[src/rtl/keyboard_decoder.sv]
`default_nettype none
// ============================================================================
//  Module   : keyboard_decoder
//  Purpose  : PS/2 keyboard receiver. Synchronises and de-glitches the PS/2
//             lines, assembles 11-bit frames, checks parity and stop bit, and
//             turns make/break scan codes into one-cycle game action strobes.
//  Revision : 1.0  initial release
// ============================================================================
module keyboard_decoder #(
   parameter int FILTER_LEN     = 4,
   parameter int TIMEOUT_CYCLES = 50000
) (
   input  logic       clock,
   input  logic       reset_n,
   input  logic       ps2_clock,
   input  logic       ps2_data,
   output logic [2:0] keyboard_data,
   output logic       keyboard_locker
);

   localparam int FILT_W = (FILTER_LEN > 1)     ? $clog2(FILTER_LEN)     : 1;
   localparam int TMO_W  = (TIMEOUT_CYCLES > 1) ? $clog2(TIMEOUT_CYCLES) : 1;

   typedef enum logic [1:0] {
      ST_IDLE  = 2'd0,
      ST_RECV  = 2'd1,
      ST_CHECK = 2'd2
   } state_t;

   // ------------------------------------------------------------------------
   // Signals
   // ------------------------------------------------------------------------
   logic [1:0]        clk_sync_q;
   logic [1:0]        dat_sync_q;
   logic              filt_q,  filt_d;
   logic [FILT_W-1:0] fcnt_q,  fcnt_d;
   logic              ps2_fall_w;
   logic              ps2_bit_w;

   state_t            state_q, state_d;
   logic [3:0]        bitcnt_q, bitcnt_d;
   logic [9:0]        shift_q, shift_d;
   logic [TMO_W-1:0]  tmo_q, tmo_d;
   logic              byte_vld_w;
   logic [7:0]        byte_w;

   logic              ext_q, ext_d;
   logic              brk_q, brk_d;
   logic [6:0]        held_q, held_d;
   logic [2:0]        data_q, data_d;
   logic              locker_q, locker_d;
   logic [3:0]        map_w;

   // Translate a scan code into {hit, action}; aliases share one action.
   function automatic logic [3:0] map_key(input logic ext, input logic [7:0] code);
      logic [3:0] res;
      res = 4'b0000;
      case (code)
         8'h75:   res = ext ? 4'b1_000 : 4'b0_000;
         8'h72:   res = ext ? 4'b1_001 : 4'b0_000;
         8'h6B:   res = ext ? 4'b1_010 : 4'b0_000;
         8'h74:   res = ext ? 4'b1_011 : 4'b0_000;
         8'h1D:   res = 4'b1_000;
         8'h1B:   res = 4'b1_001;
         8'h1C:   res = 4'b1_010;
         8'h23:   res = 4'b1_011;
         8'h29:   res = 4'b1_100;
         8'h1A:   res = 4'b1_101;
         8'h5A:   res = ext ? 4'b0_000 : 4'b1_110;
         default: res = 4'b0_000;
      endcase
      return res;
   endfunction

   // Two-flop synchronisers for both asynchronous PS/2 lines (idle high).
   always_ff @(posedge clock or negedge reset_n) begin
      if (!reset_n) begin
         clk_sync_q <= 2'b11;
         dat_sync_q <= 2'b11;
      end else begin
         clk_sync_q <= {clk_sync_q[0], ps2_clock};
         dat_sync_q <= {dat_sync_q[0], ps2_data};
      end
   end

   // Glitch filter: accept a new clock level only after FILTER_LEN equal samples.
   always_comb begin
      filt_d = filt_q;
      fcnt_d = '0;
      if (clk_sync_q[1] != filt_q) begin
         if (fcnt_q == FILT_W'(FILTER_LEN - 1)) begin
            filt_d = clk_sync_q[1];
         end else begin
            fcnt_d = fcnt_q + 1'b1;
         end
      end
   end

   // Filter state register.
   always_ff @(posedge clock or negedge reset_n) begin
      if (!reset_n) begin
         filt_q <= 1'b1;
         fcnt_q <= '0;
      end else begin
         filt_q <= filt_d;
         fcnt_q <= fcnt_d;
      end
   end

   assign ps2_fall_w = filt_q & ~filt_d;
   assign ps2_bit_w  = dat_sync_q[1];

   // Frame receiver next-state: start bit, 8 data LSB first, parity, stop.
   always_comb begin
      state_d    = state_q;
      bitcnt_d   = bitcnt_q;
      shift_d    = shift_q;
      tmo_d      = tmo_q;
      byte_vld_w = 1'b0;
      unique case (state_q)
         ST_IDLE: begin
            tmo_d    = '0;
            bitcnt_d = '0;
            if (ps2_fall_w && !ps2_bit_w) begin
               state_d = ST_RECV;
            end
         end
         ST_RECV: begin
            if (ps2_fall_w) begin
               tmo_d   = '0;
               shift_d = {ps2_bit_w, shift_q[9:1]};
               if (bitcnt_q == 4'd9) begin
                  state_d  = ST_CHECK;
                  bitcnt_d = '0;
               end else begin
                  bitcnt_d = bitcnt_q + 1'b1;
               end
            end else if (tmo_q == TMO_W'(TIMEOUT_CYCLES - 1)) begin
               // Keyboard went quiet mid-frame: drop the partial frame.
               state_d  = ST_IDLE;
               tmo_d    = '0;
               bitcnt_d = '0;
            end else begin
               tmo_d = tmo_q + 1'b1;
            end
         end
         ST_CHECK: begin
            state_d    = ST_IDLE;
            byte_vld_w = shift_q[9] & (^shift_q[8:0]);
         end
         default: begin
            state_d = ST_IDLE;
         end
      endcase
   end

   assign byte_w = shift_q[7:0];

   // Frame receiver state register.
   always_ff @(posedge clock or negedge reset_n) begin
      if (!reset_n) begin
         state_q  <= ST_IDLE;
         bitcnt_q <= '0;
         shift_q  <= '0;
         tmo_q    <= '0;
      end else begin
         state_q  <= state_d;
         bitcnt_q <= bitcnt_d;
         shift_q  <= shift_d;
         tmo_q    <= tmo_d;
      end
   end

   // Scan-code decoder: prefix flags, held-key mask and action strobe.
   always_comb begin
      ext_d    = ext_q;
      brk_d    = brk_q;
      held_d   = held_q;
      data_d   = data_q;
      locker_d = 1'b0;
      map_w    = map_key(ext_q, byte_w);
      if (byte_vld_w) begin
         if (byte_w == 8'hE0) begin
            ext_d = 1'b1;
         end else if (byte_w == 8'hF0) begin
            brk_d = 1'b1;
         end else begin
            ext_d = 1'b0;
            brk_d = 1'b0;
            if (map_w[3]) begin
               if (brk_q) begin
                  held_d[map_w[2:0]] = 1'b0;
               end else if (!held_q[map_w[2:0]]) begin
                  // First make of this action; repeats while held are dropped.
                  held_d[map_w[2:0]] = 1'b1;
                  data_d             = map_w[2:0];
                  locker_d           = 1'b1;
               end
            end
         end
      end
   end

   // Decoder state register.
   always_ff @(posedge clock or negedge reset_n) begin
      if (!reset_n) begin
         ext_q    <= 1'b0;
         brk_q    <= 1'b0;
         held_q   <= '0;
         data_q   <= '0;
         locker_q <= 1'b0;
      end else begin
         ext_q    <= ext_d;
         brk_q    <= brk_d;
         held_q   <= held_d;
         data_q   <= data_d;
         locker_q <= locker_d;
      end
   end

   assign keyboard_data   = data_q;
   assign keyboard_locker = locker_q;

endmodule
`default_nettype wire

[config.mk]
export PLATFORM = sky130hd
export DESIGN_NAME = keyboard_decoder
export DESIGN_NICKNAME = d
export VERILOG_FILES = /design/src/rtl/keyboard_decoder.sv
export SDC_FILE = /design/constraint.sdc
export NUM_CORES = 1
export LEC_CHECK = 0
export CAP_MARGIN = 10
export CORE_MARGIN = 2
export CORE_UTILIZATION = 55
export CTS_CLUSTER_SIZE = 30
export DETAILED_ROUTE_END_ITERATION = 7
export MAX_ROUTING_LAYER = met4
export PLACE_DENSITY = 0.77
export SLEW_MARGIN = 15
export SYNTH_ARGS = -nofsm -noshare
export SYNTH_HDL_FRONTEND = slang
export SYNTH_SLANG_ARGS = --single-unit
[constraint.sdc]
create_clock -name clock -period 2.3 [get_ports clock]
set_input_delay 0.345 -clock clock [delete_from_list [all_inputs] [get_ports clock]]
set_output_delay 0.345 -clock clock [all_outputs]
set_load 0.03 [all_outputs]
# == Word-level counts from Yosys, hierarchy flattened ==
# Cells that the tools add are included.
# totals
romBits,0
wordCells,103
reg_bits,52
inputBits,4
out_inout_bits,4
latch_bits,0
n_memories,0
ramBits,0
# op_classes
shift,0
reduce_logical,13
n_bitwise,10
n_mul,0
n_mux,38
div_mod_pow,0
magnitude_cmp,2
addsub,3
eq_ne,24
# op_table
cell,n
4-bit one-hot mux with 11 select lines,1
"8-bit by 7-bit equality test with 1-bit output, second input constant",5
"8-bit by 5-bit equality test with 1-bit output, second input constant",4
16-bit 2-to-1 mux,2
4-bit 2-to-1 mux,8
16-bit one-hot mux with 2 select lines,1
"16-bit by 1-bit adder with 16-bit output, second input constant",1
"16-bit equality test, second input constant",1
"8-bit by 6-bit equality test with 1-bit output, second input constant",2
"8-bit equality test, second input constant",2
1-bit 2-to-1 mux,14
7-bit 2-to-1 mux,2
2-bit 2-to-1 mux,6
9-bit parity,1
4-bit one-hot mux with 2 select lines,1
2-bit AND reduction,4
7-bit bitwise AND,1
7-bit inverter,1
7-bit OR,1
"2-bit inequality test, second input constant",3
"3-bit inequality test, second input constant",2
6-bit AND reduction,1
1-bit inverter,5
5-bit AND reduction,1
other kinds (17),20

# == Depth between registers and ports, before layout ==
# Gate-level depths: netlist (run 1).
# depth
ltp_word,10
ltp_mapped,9
ltp_nobuf,9

# == Worst setup path after synthesis (run 1) ==
# No wires, ideal clock.
# synth_timing
path_type,flip-flop to flip-flop
startpoint,reg shift_q[0]
endpoint,"reg data_q[1], in the netlist keyboard_data[1]"
arrival_ns,2.191
slack_ns,-0.018
required_time_ns,2.172
stages_incl_launch_ff,9
setup_time_ns,0.128
path_cell_list,dfrtp_1 -> inv_1 -> ha_1 -> xnor3_1 -> xnor2_2 -> nand4b_4 -> a211oi_2 -> o2111a_2 -> mux2_1
# synth_between
elab_chain_len,6
word_cells_on_any_way,23
# synth_rtl
element,line,text
from (decl),42,"logic [9:0] shift_q, shift_d;"
from (signal assigned),169,shift_q <= shift_d;
8-bit by 7-bit equality test with 1-bit output (tied with other cells),58,case (code)
4-bit one-hot mux with 11 select lines,58,
1-bit binary-select mux with 3-bit select,193,end else if (!held_q[map_w[2:0]]) begin
1-bit 2-to-1 mux (not written as such),193,
1-bit inverter (no line),n/a,
6-bit AND reduction (no line),n/a,
to (signal assigned),216,data_q <= data_d;
to (decl),50,"logic [2:0] data_q, data_d;"
# Several ways; a longest one is shown, not always the timed one. The select of a mux whose other input is x is not followed.
# A chain may end at the register's enable or synchronous reset.

==> impl_metrics.toml, run 1 <==
[synthesis]
seq_area_frac_synth_pct = 46.82
synthCells = 280
synthAdderAreaFrac_pct = 8.065
syn-cell-area_um2 = 2793
ys.flop_type = "dfrtp_1"
ys_ff_latch = 52
synth_nets = 302
yosys.area_share.simple_pct = 19.71
synth-compound-area-share_pct = 13.49
synth_edf_count = 0
yosysWarnings = 0
synth_cell_types = 49
synth_mux_area_share_pct = 6.810
synth_xor_area_share_pct = 2.957
async_reset_ff_share_pct = 100.0
synth_top_family_by_area = "simple AND/OR/NAND/NOR gates"
syn_avg_cell_area_um2 = 9.974

[power_and_ir_drop]
internal_power_uw = 1283
seq_power_share_pct = 57.1
switchingPower_uw = 484.1
p_clk_share_pct = 30.3
swShare_pct = 27.40
leakagePower_uw = 0.001490
combPwrFrac_pct = 12.6
pwr_density_cell_nw_per_um2 = 538.4
ir_drop_v = 0.0003527

[final_layout]
num_antenna_cells = 0
final_cells = 387
post-route-util_pct = 68.13
drive_above_1_share_pct = 22.81
final_cell_mix = "47 x dfrtp_1, 39 x nand2_1, 34 x o21ai_0"
layout_commonest_cell = "dfrtp_1"
area_growth_pct = 17.52
fin_nets = 341
final_area_um2 = 3282

[clocking]
clockBufferDepth = 2
cts_root_buf = "clkbuf_8"
clock_latency_ns = 0.31
cts_made_buffers = 5
clkTransAtPathRegs_ns = 0.10
clock_sinks = 52
htree_num_levels = 2
ctsHoldBuffers = 0
cts_tree = "built"

[place]
dp_hpwl_um = 3803
gp_congestion = 0.8029
placed_cells = 376
dpl-instance-area_um2 = 3122
dp_slack_ns = -0.08858
numPortBuffers = 7

[run]
cap_violations = 0

[setup_path]
cp_max_fo = 4
worstSetupPathType = "reg2reg"
worstPathRequired_ns = 2.50
reg2reg_depth = 8
endpoint_kind = "flop"
worstPathArrival_ns = 2.70
start_kind = "flop"
r2r_start = "shift_q[5]"
reg2reg_slack_ns = -0.20

[global_route]
overflow = 0
grt_pass1_wl_um = 9280
track_usage_pct = 22.04
grt_max_degree = 53
antenna_found_initial = 0
grt_pass1_vias = 2086

[floorplan]
row_count = 25
core_area_um2 = 4817
dieWidth_um = 75.26
ios = 8
fp.dieH_um = 75.26
dieArea_um2 = 5663
start_util_pct = 57.97

[timing]
final_hold_viol_count = 0
fin_ws_ns = -0.2012
fin_worst_skew_ns = 0.009479
period_share_pct = 108.7
setup_viol = 10
slew_headroom_pct = 56.92
fmax_mhz = 399.8
period_minus_slack_ns = 2.501
slew_violations = 0
rsz0062_at_grt = "yes"
worstMarginPinSlew_ns = 0.6462

[routing]
routedWlPerCell_um = 14.04
routed_via_density = 5.517
first_iter_violations = 182
drtAntennaViolNets = 0
via_count = 2135
first_pass_iters = 5
wl_um = 5435
drc = 0

[worst_hold_path]
min_path_type = "in2async"

[status]
status = "finished with violations"
failed_checks = "negative setup slack"
[worst max path at each step]
stage                          start               end  slack (ns)  depth (start not counted)
after global placement    shift_q[0]  keyboard_data[2]       -0.04                          9
after floorplan           shift_q[0]  keyboard_data[1]      -0.008                          8
after CTS                 shift_q[1]              flop       -0.14                          9
final                     shift_q[5]              flop       -0.20                          8
after detailed placement  shift_q[1]              flop       -0.09                          9
after global routing      shift_q[5]              flop       -0.26                          8
[cells by family after synthesis]
kind of cell | Yosys count
flops | 52
compound gates | 60
buf+inv | 16
fa+ha+maj | 18
simple gates | 111
mux | 16
xor+xnor | 7
[per-layer routing]
metal,part of all wire [%],vias up,GRT usage (%)
li1,-,1068,-
met1,48,1039,28.52
met2,49,20,35.67
met3,2.4,8,4.418
met4,1.1,0,5.848
met5,0,-,-
[per-stage QoR]
step	hold slack (ns)	power (uW)	setup TNS, ns
final	0.1357	1767	-1.452
after global routing	0.2173	1848	-2.389
after CTS	0.1623	1777	-0.8312
after detailed placement	0.3476	1247	-0.4839
after global placement	0.3466	1236	-0.1174
after floorplan	0.04941	1155	-0.01689
[power groups by stage]
stage	sequential, uW	combinational [uW]	clock (uW)
final	1010	223	535
after detailed placement	1020	222	0
after global routing	1010	253	580
after CTS	1010	225	545
after global placement	1020	215	0
after floorplan	1010	140	0
[critical path, cell delays in order, from the launching register on]
cell and delay (ns):
dfrtp_1 0.42, ha_1 0.30, xnor3_1 0.43, xnor2_2 0.22, nand4b_4 0.13, a211oi_2 0.28
and2_4 0.22, nand3_2 0.08, mux2_4 0.31
[synthesized netlist by cell type (5+ instances only)]
cell,count,area [um2]
o21ai_0,35,175.2
nand3_1,12,60.06
nand4_1,6,37.54
nand2_1,39,146.4
nor3_1,9,45.04
a21oi_1,5,25.02
nor2_1,23,86.33
mux2_2,5,56.30
inv_1,12,45.04
ha_1,18,225.2
dfstp_2,5,131.4
dfrtp_1,47,1176
[final cells by class]
| class | instances | area, um2 |
|---|---|---|
| flip-flops and latches | 52 | 1308 |
| clock buffers | 5 | 68.82 |
| repair buffers | 36 | 286.5 |
| fillers | 376 | 1535 |
| clock inverters | 3 | 21.27 |
| multi-input cells | 212 | 1469 |
| inverters | 12 | 45.04 |
| well taps | 67 | 83.83 |
[what timing repair did]
item	4_1_cts	5_1_grt
buffers inserted	0	3
resized for setup	1	12
pin swaps	0	11
setup endpoints to repair	8	18
Note: power is estimated with default switching activity, not from simulation.
==> inputs of run 2 (changes only) <==
--- a/config.mk
+++ b/config.mk
@@ -12,6 +12,7 @@
 export DETAILED_ROUTE_END_ITERATION = 7
 export MAX_ROUTING_LAYER = met4
 export PLACE_DENSITY = 0.77
+export SETUP_SLACK_MARGIN = 0.1
 export SLEW_MARGIN = 15
 export SYNTH_ARGS = -nofsm -noshare
 export SYNTH_HDL_FRONTEND = slang
==> impl_metrics.toml, run 2 (synthesis results as in run 1) <==
[status]
status = "finished with violations"
failed_checks = "negative setup slack"

[place]
dpl-instance-area_um2 = 3102
numPortBuffers = 7
dp_hpwl_um = 3755
placed_cells = 373
gp_congestion = 0.8610

[timing]
slew_headroom_pct = 56.79
fin_worst_skew_ns = 0.01414
fmax_mhz = 405.2
slew_violations = 0
worstMarginPinSlew_ns = 0.6482
fin_ws_ns = -0.1678
period_share_pct = 107.3
final_hold_viol_count = 0
fin_hold_ws_ns = 0.1247
rsz0062_at_grt = "yes"
setup_viol = 8
period_minus_slack_ns = 2.468

[global_route]
grt_max_degree = 53
track_usage_pct = 23.38
antenna_found_initial = 0
grt_pass1_vias = 2125
overflow = 0
grt_pass1_wl_um = 9584

[floorplan]
ios = 8
dieArea_um2 = 5663
row_count = 25
dieWidth_um = 75.26
fp.dieH_um = 75.26
core_area_um2 = 4817
start_util_pct = 57.97

[final_layout]
multi_input_area_um2 = 1585
fillerInstances = 355
post-route-util_pct = 72.13
final_cell_mix = "47 x dfrtp_1, 35 x nand2_1, 32 x o21ai_0"
final_area_um2 = 3475
drive_above_1_share_pct = 28.70
layout_commonest_cell = "dfrtp_1"
regArea_um2 = 1308
final_cells = 391
fin_nets = 345
area_growth_pct = 24.42
num_antenna_cells = 0

[setup_path]
worstSetupPathType = "reg2reg"
critPathMaxStageDelay_ns = 0.42
reg2reg_depth = 9
worstPathArrival_ns = 2.67
endpoint_kind = "flop"
cp_max_fo = 4
crit_chain = "inv_1, ha_1, xnor2_1, xnor2_2, nand4b_4, a211oi_4, and2_4, nand3_2, mux2_4"
critPathSlowestCell = "dfrtp_1"
worstPathRequired_ns = 2.50
start_kind = "flop"

[clocking]
cts_root_buf = "clkbuf_8"
clock_latency_ns = 0.31
cts_tree = "built"
cts_made_buffers = 5
clockBufferDepth = 2
clock_sinks = 52
clkTransAtPathRegs_ns = 0.10
htree_num_levels = 2
ctsHoldBuffers = 0

[routing]
wl_met2_um = 3038
top_layer = "met4"
drc = 0
first_pass_iters = 4
routedWlPerCell_um = 15.80
wl_met3_um = 208
wl_um = 6176
via_count = 2230
drtAntennaViolNets = 0
first_iter_violations = 132
routed_via_density = 5.703
wl_met1_um = 2697

[power_and_ir_drop]
ir_drop_v = 0.0005458
pwr_density_cell_nw_per_um2 = 564.5
total_power_uw = 1961
leakagePower_uw = 0.001561

[run]
cap_violations = 0

[worst_hold_path]
min_path_type = "in2async"
[run 2: cell count changes in the layout (fill, tap and decap cells not counted), moves of 2 or more]
cell,before,now
inv_1,12,8
buf_4,28,31
o21ai_0,34,32
ha_1,14,11
ha_2,4,2
ha_4,0,5
inv_2,0,4
nand2_1,39,35
bufinv_16,0,2
nand2_2,0,3
[run 2: path summary, 6_finish.rpt]
check	startpoint	end	slack (ns)
worst min register to register	clk_sync_q[0]	clk_sync_q[1]	0.36
worst max register to register	shift_q[2]	flop	-0.17
min in group clock	clk_sync_q[0]	clk_sync_q[1]	0.36
worst min-delay path	reset_n	tmo_q[13]	0.12
max in group asynchronous	reset_n	bitcnt_q[0]	1.73
worst max-delay path	shift_q[2]	flop	-0.17
[run 2: per-layer routing]
layer | GRT usage, % | vias to the layer above
met5 | - | -
met4 | 13.45 | 0
met3 | 4.953 | 25
met2 | 36.06 | 60
met1 | 28.42 | 1071
li1 | - | 1074
[run 2: power breakdown]
part	total [uW]	internal, uW	switching (uW)
clock network	737	435	302
registers	1010	967	39.0
logic	219	98.6	120
total	1960	1500	461
[run 2: what timing repair did]
item,CTS,global route
pin swaps,12,16
endpoints found under the setup margin,11,20
resized for setup,11,27
buffers inserted,7,3
[run 2: area by class of cell]
type / count / area share (%)
clock buffers: 6 / 2.089
clock inverters: 2 / 1.728
inverters: 12 / 1.296
multi-input cells: 212 / 45.62
well taps: 67 / 2.413
flip-flops and latches: 52 / 37.63
repair buffers: 40 / 9.219
[run 2: metrics by stage]
stage               setup TNS, ns  setup WS, ns
floorplan                -0.02456     -0.008461
global placement          -0.2951      -0.05897
detailed placement        -0.7714       -0.1318
CTS                        -1.096       -0.1812
global route               -1.648       -0.2401
finish                     -1.000       -0.1678
[run 2: worst max-delay path: cells and delay by family, from the launching register on]
| family | cells | cell delay [ns] |
|---|---|---|
| compound gates | 1 | 0.20 |
| simple gates | 3 | 0.46 |
| fa+ha+maj | 1 | 0.34 |
| mux | 1 | 0.31 |
| flops | 1 | 0.42 |
| buf+inv | 1 | 0.12 |
| xor+xnor | 2 | 0.51 |
==> inputs of run 3 (changes only) <==
--- a/config.mk
+++ b/config.mk
@@ -5,7 +5,7 @@
 export SDC_FILE = /design/constraint.sdc
 export NUM_CORES = 1
 export LEC_CHECK = 0
-export CAP_MARGIN = 10
+export ABC_CLOCK_PERIOD_IN_PS = 2300
 export CORE_MARGIN = 2
 export CORE_UTILIZATION = 55
 export CTS_CLUSTER_SIZE = 30
==> results of run 3 <==
No change in the layout: final DEF, timing and power equal those of run 2.
==> RTL edit 1, RTL diff (config.mk and constraints of run 1) <==
Re-encode `state_t` (3 states) as one-hot, 3 bits wide.
--- a/src/rtl/keyboard_decoder.sv
+++ b/src/rtl/keyboard_decoder.sv
@@ -21,10 +21,10 @@
    localparam int FILT_W = (FILTER_LEN > 1)     ? $clog2(FILTER_LEN)     : 1;
    localparam int TMO_W  = (TIMEOUT_CYCLES > 1) ? $clog2(TIMEOUT_CYCLES) : 1;
 
-   typedef enum logic [1:0] {
-      ST_IDLE  = 2'd0,
-      ST_RECV  = 2'd1,
-      ST_CHECK = 2'd2
+   typedef enum logic [2:0] {
+      ST_IDLE  = 3'b001,
+      ST_RECV  = 3'b010,
+      ST_CHECK = 3'b100
    } state_t;
 
    // ------------------------------------------------------------------------
Function: same outputs for any inputs over 10 cycles, from zero or initial values and one cycle with reset_n low; not proved beyond that.
==> RTL edit 1 against run 1 <==
The flow still finishes with violations (setup timing); area after synthesis is 0.63% higher; cell area rose by 4.2%; sequential cell count up 1; setup slack worse by 120 ps; routed wire length is 0.15% higher; global-route usage barely moved; highest routed layer unchanged.
Power is not compared: it rests on default switching activity, and its combinational part moved more than twofold at a synthesized area within 25%.
==> RTL edit 1: results (changes against run 1) <==
Global routing
  • First-pass GRT wire length: 9290 µm (+0.15%)
  • Vias in the first global route: 2049 (-1.8%)
  • GRT Util Overall: 22.1% (+0.040 points)
  • Largest net degree at the start of global routing: 54 (+1.9%)

Yosys
  • Post-synth top cells: 47 x dfrtp_1, 29 x nand2_1, 25 x o21ai_0
  • Syn_nets: 298 (-1.3%)
  • Main area contributors after synthesis: dfrtp_1 42%, ha_1 8.5%, dfstp_2 5.6%, o21ai_0 4.5%, mux2_2 4.0%
  • Post-synthesis sequential area ratio: 47.5% (+0.64 points)
  • Synth cell types: 47 (-4.1%)

Critical path
  • CP Launch Point: shift_q[6]
  • CP Max Fanout: 3 (-1)
  • Arrival time at the worst endpoint: 2830 ps (+130 ps)

Final layout
  • Num sequential: 53 (+1.9%)
  • Share of post-route cells with drive strength above 1: 26.2% (+3.4 points)
  • Fraction of area in multi-input gates: 43.2% (-1.6 points)
  • Buffers outside the clock class: 47 (+31%)
  • Multi-input comb cells: 201 (-5.2%)
  • Register area: 0.00133 mm² (+2.0%)
  • Inverters excl. clock: 15 (+3)
  • Clock Network Area Fraction: 2.74% (about the same)
  • Fill cell count: 403 (+7.2%)
  • Nets: 346 (+1.5%)

Routing
  • Initial DRT Pass Iterations: 4 (-1)
  • WL met1: 2500 µm (-3.6%)
  • Initial drt markers: 127 (-30%)
  • Met3 wire length: 190 µm (+46%)
  • WL/cell: 13.8 µm (-1.6%)
  • WL met2: 2710 µm (+1.8%)

STA
  • Final worst-path setup slack: -322 ps (-121 ps)
  • Final setup vio count: 11 (+1)
  • Relative slew slack: 56.2% (-0.69 points)

Floorplan
  • DIE AREA: 0.00570 mm² (+0.60%)

Placement
  • RD Place Congestion: 0.930 (+16%)
  • DP Area: 0.00322 mm² (+3.1%)
  • Post-DP HPWL: 3800 µm (about the same)

Run status
  • Failing checks: setup timing
  • Status: finished, violations left
RTL edit 1: timing repair:
item / in CTS / in global routing
pin swaps: 4 / 3
endpoints found under the hold margin: 0 / 0
hold buffers: 0 / 0
gates cloned: 0 / 0
setup endpoints to repair: 11 / 11
gates resized for setup: 11 / 10
setup buffers: 3 / 1
RTL edit 1: worst max-delay path, cell delays in order (launching register included):
cell	delay, ps
dfrtp_1	380
inv_2	60
ha_4	260
xnor3_1	420
xnor2_2	150
nand4_2	130
a311o_1	340
a311oi_2	270
o311ai_2	200
mux2_2	310
RTL edit 1: stage by stage:
stage / util (%) / std cells / hold WS, ps / setup WS [ps]
5_1_grt: 68.3 / 394 / 189 / -415
3_5_place_dp: 64.3 / 382 / 347 / -376
3_3_place_gp: 64.3 / 382 / 346 / -298
6_report: 68.3 / 394 / 115 / -322
4_1_cts: 67.5 / 393 / 154 / -294
2_1_floorplan: - / 275 / 49.4 / -316
RTL edit 1: cell families after synthesis:
kind of cell               synth area share (%)
and+or+nand+nor                            18.2
adders and majority gates                  8.46
AOI/OAI and AO/OA                          12.5
DFF                                        47.5
buffers and inverters                      2.85
muxes                                      5.79
xor gates and xnor gates                   4.81
RTL edit 1: power groups by stage:
stage	logic, µW	registers, µW	clock network [µW]
floorplan	56.2	999	0
global placement	90.6	1000	0
detailed placement	92.5	1000	0
CTS	93.6	985	565
global route	108	991	601
finish	91.0	984	549
RTL edit 1: routing by layer:
layer / GRT usage [%] / vias up
met3: 4.37 / 4
met2: 36.1 / 41
met4: 7.41 / 0
met5: - / -
li1: - / 1064
met1: 27.5 / 1044
==> RTL edit 2, RTL diff (flow settings as in run 1) <==
Without the edit above. `FILTER_LEN`: 4 -> 8.
--- a/src/rtl/keyboard_decoder.sv
+++ b/src/rtl/keyboard_decoder.sv
@@ -7,7 +7,7 @@
 //  Revision : 1.0  initial release
 // ============================================================================
 module keyboard_decoder #(
-   parameter int FILTER_LEN     = 4,
+   parameter int FILTER_LEN     = 8,
    parameter int TIMEOUT_CYCLES = 50000
 ) (
    input  logic       clock,
Formal check against the unedited RTL: same outputs for any inputs over 10 cycles, from zero or initial values and one cycle with reset_n low; that may be too few to reach the edited logic, so the function may still have changed.
==> RTL edit 2 against run 1 <==
Cell area is 14% higher; setup slack better by 9.8 ps; sequential cell count is 1 higher; first-iteration DRC count is 17% lower; routed wire length is 24% higher; area after synthesis is 1.9% higher; the run still ends with setup timing left.
Power is not compared: it rests on default switching activity, and its combinational part moved more than twofold at a synthesized area within 25%.
==> RTL edit 2: results (changes against run 1) <==
STA
  • Final TNS setup: -1010 ps (+442 ps)
  • Final worst-path setup slack: -191 ps (+9.82 ps)
  • Final setup vio count: 8 (-2)

Placement
  • RD Place Congestion: 0.858 (+6.9%)
  • DP Area: 0.00326 mm² (+4.4%)

Yosys
  • Post-Synthesis Cells: 290 (+3.6%)
  • Synth cell types: 50 (+2.0%)
  • Post-synthesis sequential area ratio: 46.8% (about the same)
  • Syn_nets: 314 (+4.0%)
  • Post-synth top cells: 48 x dfrtp_1, 38 x o21ai_0, 33 x nand2_1

Global routing
  • Largest net degree at the start of global routing: 54 (+1.9%)
  • GRT Util Overall: 24.2% (+2.2 points)
  • First-pass GRT wire length: 11000 µm (+18%)
  • Met1 usage: 30.1% (+1.5 points)
  • Met2 Use GR: 39.5% (+3.8 points)

Routing
  • WL met1: 2880 µm (+11%)
  • Vias/cell: 5.88 (+6.7%)
  • WL/cell: 16.3 µm (+16%)
  • Initial drt markers: 151 (-17%)
  • Initial DRT Pass Iterations: 4 (-1)
  • WL met2: 3350 µm (+26%)

Final layout
  • Fill cell count: 327 (-13%)
  • Inverters excl. clock: 13 (+1)
  • Clock Network Area Fraction: 3.56% (+0.82 points)
  • Share of post-route cells with drive strength above 1: 34.1% (+11 points)
  • Nets: 366 (+7.3%)

CTS
  • CTS Sinks: 53 (+1.9%)

Critical path
  • CP Max Fanout: 3 (-1)
  • Reg2reg start: shift_q[6]
  • Worst stage delay on the critical path: 410 ps (-20 ps)

Run status
  • Failing checks: setup timing
  • Status: finished, violations left
RTL edit 2: cell count changes after synthesis, sizes merged, moves of 3 or more:
cell   change
o21ai      +5
and3       +5
nand2      -5
o31ai      +3
nor4       +3
RTL edit 2: critical path: cells and delay by family, from the launching register on:
| kind | cells | cell delay, ps |
|---|---|---|
| AOI/OAI and AO/OA | 2 | 590 |
| xor gates and xnor gates | 2 | 620 |
| adders and majority gates | 1 | 250 |
| buffers and inverters | 1 | 70 |
| DFF | 1 | 380 |
| muxes | 1 | 330 |
| and+or+nand+nor | 1 | 140 |
RTL edit 2: report_power, final:
part	switching (µW)	internal, µW	leakage (µW)
logic	41.6	35.6	0.000851
registers	18.4	971	0.000716
clock network	319	432	0.0000681
total	379	1440	0.00163
RTL edit 2: stage by stage:
step                util (%)  worst slack, ps  total power (µW)
floorplan                  -            -64.0              1050
global placement        64.7             -162              1080
detailed placement      64.7             -244              1090
CTS                     71.4             -125              1830
global route            74.5             -289              1900
finish                  74.5             -191              1820
